$ cat src/rtl/id_ex_stage.sv
// Decode and ID/EX pipeline register with an 8-entry register file written by writeback.
// Define ID_EX_WB_BYPASS_EN so that a same-cycle writeback is forwarded into the operand read.
module id_ex_stage #(
  parameter int DW   = 19,
  parameter int NREG = 8,
  parameter int NOPS = 20
) (
  input  logic                    clk,
  input  logic                    rst,
  input  logic                    instr_valid,
  input  logic [DW-1:0]           instr,
  output logic                    instr_ready,
  input  logic                    stall,
  input  logic                    flush,
  input  logic                    wb_en,
  input  logic [$clog2(NREG)-1:0] wb_addr,
  input  logic [DW-1:0]           wb_data,
  output logic                    ex_valid,
  output logic [NOPS-1:0]         alu_control,
  output logic [DW-1:0]           op_a,
  output logic [DW-1:0]           op_b,
  output logic [$clog2(NREG)-1:0] ex_rd,
  output logic                    ex_reg_write,
  output logic                    ex_illegal
);
  localparam int AW  = $clog2(NREG);
  localparam int OPW = 5;

  typedef struct packed {
    logic [NOPS-1:0] alu;
    logic [AW-1:0]   rd;
    logic            reg_write;
    logic            illegal;
    logic            zero_b;
  } dec_t;

  logic [NREG-1:0][DW-1:0] regs;
  logic [OPW-1:0]          opcode;
  logic [AW-1:0]           rd, rs1, rs2;
  logic [DW-1:0]           rs1_data, rs2_data;
  dec_t                    dec;
  logic                    unused_bits;

  assign opcode      = instr[DW-1 -: OPW];
  assign rd          = instr[DW-OPW-1 -: AW];
  assign rs1         = instr[DW-OPW-AW-1 -: AW];
  assign rs2         = instr[DW-OPW-2*AW-1 -: AW];
  assign unused_bits = ^instr[DW-OPW-3*AW-1:0];
  assign instr_ready = ~stall;

  // Opcode n lights bit NOPS-1-n, so ADD (0) is the MSB.
  always_comb begin
    dec           = '0;
    dec.rd        = rd;
    if (opcode < OPW'(NOPS)) begin
      dec.alu[OPW'(NOPS-1) - opcode] = 1'b1;
      dec.reg_write = (opcode <= 5'd9) || (opcode == 5'd15);
      dec.zero_b    = (opcode == 5'd4) || (opcode == 5'd5) || (opcode == 5'd9);
    end else begin
      dec.illegal = 1'b1;
    end
  end

`ifdef ID_EX_WB_BYPASS_EN
  assign rs1_data = (rs1 == '0) ? '0 : (wb_en && wb_addr == rs1) ? wb_data : regs[rs1];
  assign rs2_data = (rs2 == '0) ? '0 : (wb_en && wb_addr == rs2) ? wb_data : regs[rs2];
`else
  // Old data on a same-cycle read/write; the hazard unit covers the gap.
  assign rs1_data = (rs1 == '0) ? '0 : regs[rs1];
  assign rs2_data = (rs2 == '0) ? '0 : regs[rs2];
`endif

  always_ff @(posedge clk) begin
    if (rst) begin
      regs <= '0;
    end else if (wb_en && wb_addr != '0) begin
      regs[wb_addr] <= wb_data;
    end
  end

  always_ff @(posedge clk) begin
    if (rst) begin
      ex_valid     <= 1'b0;
      alu_control  <= '0;
      op_a         <= '0;
      op_b         <= '0;
      ex_rd        <= '0;
      ex_reg_write <= 1'b0;
      ex_illegal   <= 1'b0;
    end else if (flush) begin
      ex_valid     <= 1'b0;
      ex_reg_write <= 1'b0;
      ex_illegal   <= 1'b0;
    end else if (stall) begin
      ex_valid     <= ex_valid;
    end else if (instr_valid) begin
      ex_valid     <= 1'b1;
      alu_control  <= dec.alu;
      op_a         <= rs1_data;
      op_b         <= dec.zero_b ? '0 : rs2_data;
      ex_rd        <= dec.rd;
      ex_reg_write <= dec.reg_write;
      ex_illegal   <= dec.illegal;
    end else begin
      ex_valid     <= 1'b0;
      ex_reg_write <= 1'b0;
    end
  end
endmodule

$ cat config.mk
export PLATFORM = sky130hd
export DESIGN_NAME = id_ex_stage
export DESIGN_NICKNAME = d
export VERILOG_FILES = /design/src/rtl/id_ex_stage.sv
export SDC_FILE = /design/constraint.sdc
export NUM_CORES = 1
export LEC_CHECK = 0
export CAP_MARGIN = 25
export CORE_UTILIZATION = 63
export CTS_CLUSTER_DIAMETER = 150
export CTS_CLUSTER_SIZE = 28
export DETAILED_ROUTE_END_ITERATION = 7
export DONT_BUFFER_PORTS = 1
export GPL_TIMING_DRIVEN = 0
export PLACE_DENSITY = 0.8
export SYNTH_ARGS = -nofsm -noshare
export SYNTH_HDL_FRONTEND = slang
export SYNTH_SLANG_ARGS = --single-unit
$ cat constraint.sdc
create_clock -name clk -period 2.3 [get_ports clk]
set_clock_uncertainty 0.05 [all_clocks]
set_input_delay 0.69 -clock clk [delete_from_list [all_inputs] [get_ports clk]]
set_output_delay 0.69 -clock clk [all_outputs]
set_load 0.03 [all_outputs]
==> metrics <==
Detail Placement HPWL ~19000 µm; number of remaining DRC errors 0; CTS resizes 0; # clock sinks between 150 and 200; post-synthesis mux area share about 15%; Routed Antenna Nets 0; Initial Util 65.00%; IO buf count 0; dpl cells 1218; Die X around 120 µm; fraction of layout instances using a drive strength above 1 between 10% and 20%; antenna violations before repair 0; All-Layer GR Usage approximately 37%; n_diodes 0; Synth top area share a little over two fifths; CTS tree built; register bit total from synthesis between 150 and 200; drt wl/cell 21.26 µm; status finished, final reports clean; Reg clk slew, reported paths about 0.07 ns; area leader, netlist dfxtp_1; post-synth cell types 40; Max Cap Viol 0; Crit Path Max Fanout 10; H-tree depth 4; Synth Cell Area between 9000 and 10000 µm²; adder-cell share of the synthesized area less than 1%; Clock Tree Root clkbuf_16; critical path, cell by cell nor3b_1, buf_2, buf_1, nand3_1, a21oi_1; CP arrival 2.26 ns; Syn Inst Count ~1000; clock latency on the worst-skew pair 0.45 ns; leakage around 3.4 nW; largest net degree at the start of global routing 20; Setup violations, final 0; slowest CP cell buf_1; IO Pins 112; Hold Path Origin flush; Simple-Gate Fraction of Synth Area 20.16%; Peak VDD IR roughly 0.59 mV; Pwr Total 7.047 mW; most common cell after layout, fill and taps aside nand2_1; Iteration-0 DRC Markers around 900; Routed WL 26570 µm; Bufs on Longest Clock Path 2; final core occ between 70 and 80%; vias in the first global route 7457; cts bufs inserted 17; routed via count 8083; CP endpoint kind flip-flop; CP Launch Point stall; 1st-pass router iterations 7; fin crit period between 1.5 and 2 ns; Hold Vio Cnt, Final 0; Synth Area in Compound Gates 16.35%; reg2reg start regs[137]; CP required about 2.6 ns; post-synthesis sequential area ratio 43.37%; Finished Layout Cells 1250; core area about 14000 µm²; Worst Max-Slew Pin Slew about 0.79 ns; cts hold-fix bufs 0; Syn-to-layout area delta 8.738%; commonest non-fill, non-tap cells in the layout nand2_1, dfxtp_1, a21oi_1, clkbuf_1, nand2b_1; global route overflow 0; Die Ht between 100 and 150 µm; Yosys warning count 0; RSZ-0062 raised after global routing no; die area around 15000 µm²; num rows 43; fin. max-slew vios 0; Setup Crit Path Kind primary input to flip-flop; post-synthesis async set-or-reset flop share 0%; first-pass GRT wire length between 40000 and 50000 µm; CP max stage delay about 0.53 ns; fmax approximately 520 MHz; GPL Wtd Cong a little under 0.9; Net Count, Synth 1089; period utilization between 80 and 90%; DR vias/cell 6.466; PD cells 712.8 nW/µm²; HP Class primary input to flip-flop; ys flop type dfxtp_1; Final Net Count 1108; Slew headroom ~47%; Synth area leaders dfxtp_1, nand2_1, mux4_2, a21oi_1, a221o_1; Post-CTS Setup Inserts 0; Worst setup SP type primary input; main combinational cell family by area after synthesis simple AND/OR/NAND/NOR gates; Avg Inst Size Synth 8.760 µm²; EDFF count, synth 0; post-synthesis xor/xnor area fraction less than 1%
[per-layer routing]
metal | share of wire [%] | routed length [µm] | track usage, %
met2 | 46 | 12200 | 56.78
met3 | 13 | 3490 | 9.785
met4 | 2.4 | 650 | 14.79
met1 | 39 | 10230 | 48.27
met5 | 0 | 0 | 0
[where the power goes]
group          total (mW)  internal, mW  leakage, nW  switching [mW]
combinational       0.607         0.219         1.56           0.388
clock                2.88          1.43        0.277            1.45
sequential           3.56          3.48         1.59          0.0864
total                7.05          5.13         3.43            1.92
[synthesized netlist by cell type, drive strengths merged (2+ instances only)]
master	instances
a32oi	19
nand2	318
mux2	38
a221o	37
mux2i	2
ha	4
nor2	28
nand4b	2
nand2b	41
a22o	2
inv	4
nor3	7
nand4	2
a211oi	2
dfxtp	197
o21ai	16
nand3	23
a21oi	157
clkbuf	42
mux4	38
o41ai	2
buf	40
nor2b	6
[registers in the layout, indices dropped and copies added, names as in the netlist]
name          count
regs            133
ex_rd             3
op_b             19
ex_valid          1
ex_illegal        1
alu_control      20
ex_reg_write      1
op_a             19
[worst max-delay path: cells and delay by family]
kind / cells / cell delay [ns]
AOI/OAI and AO/OA: 1 / 0.19
buffers and inverters: 2 / 0.86
and+or+nand+nor: 2 / 0.52
[area by class of cell]
cell class                      instances  area [µm²]
Buffer                                 82       382.9
Multi-Input combinational cell        755        4751
Tap cell                              180       225.2
Clock inverter                         15       143.9
Inverter                                4       15.01
Fill cell                            1119        4101
Clock buffer                           17       425.4
Sequential cell                       197        3944
[logic make-up (layout without fill, tap and decap cells)]
group,count (synthesis),in the layout
AND/OR/NAND/NOR,432,432
multiplexers,78,78
AO/OA/AOI/OAI,239,239
buffers and inverters,86,118
flip-flops,197,197
adder cells (fa/ha/maj),4,4
XOR/XNOR,2,2
[path summary, 6_finish.rpt]
check | slack, ns | end | depth (start not counted)
setup / recovery | 0.36 | op_a[14] | 5
hold / removal | 0.26 | ex_reg_write | 1
setup reg to reg | 0.79 | op_b[4] | 4
hold reg to reg | 0.41 | regs[133] | 2
[metrics by stage]
stage / hold slack, ns / setup WS [ns] / instance area (µm²) / setup TNS, ns
after global routing: 0.2561 / 0.2738 / 9887 / 0
after floorplan: 0.3924 / 0.2618 / 9092 / 0
after CTS: 0.2586 / 0.4239 / 9887 / 0
after global placement: 0.3992 / -0.02010 / 9318 / -0.02010
after detailed placement: 0.4071 / -0.02224 / 9318 / -0.1442
final: 0.2621 / 0.3631 / 9887 / 0
Note: power is estimated with default switching activity, not from simulation.
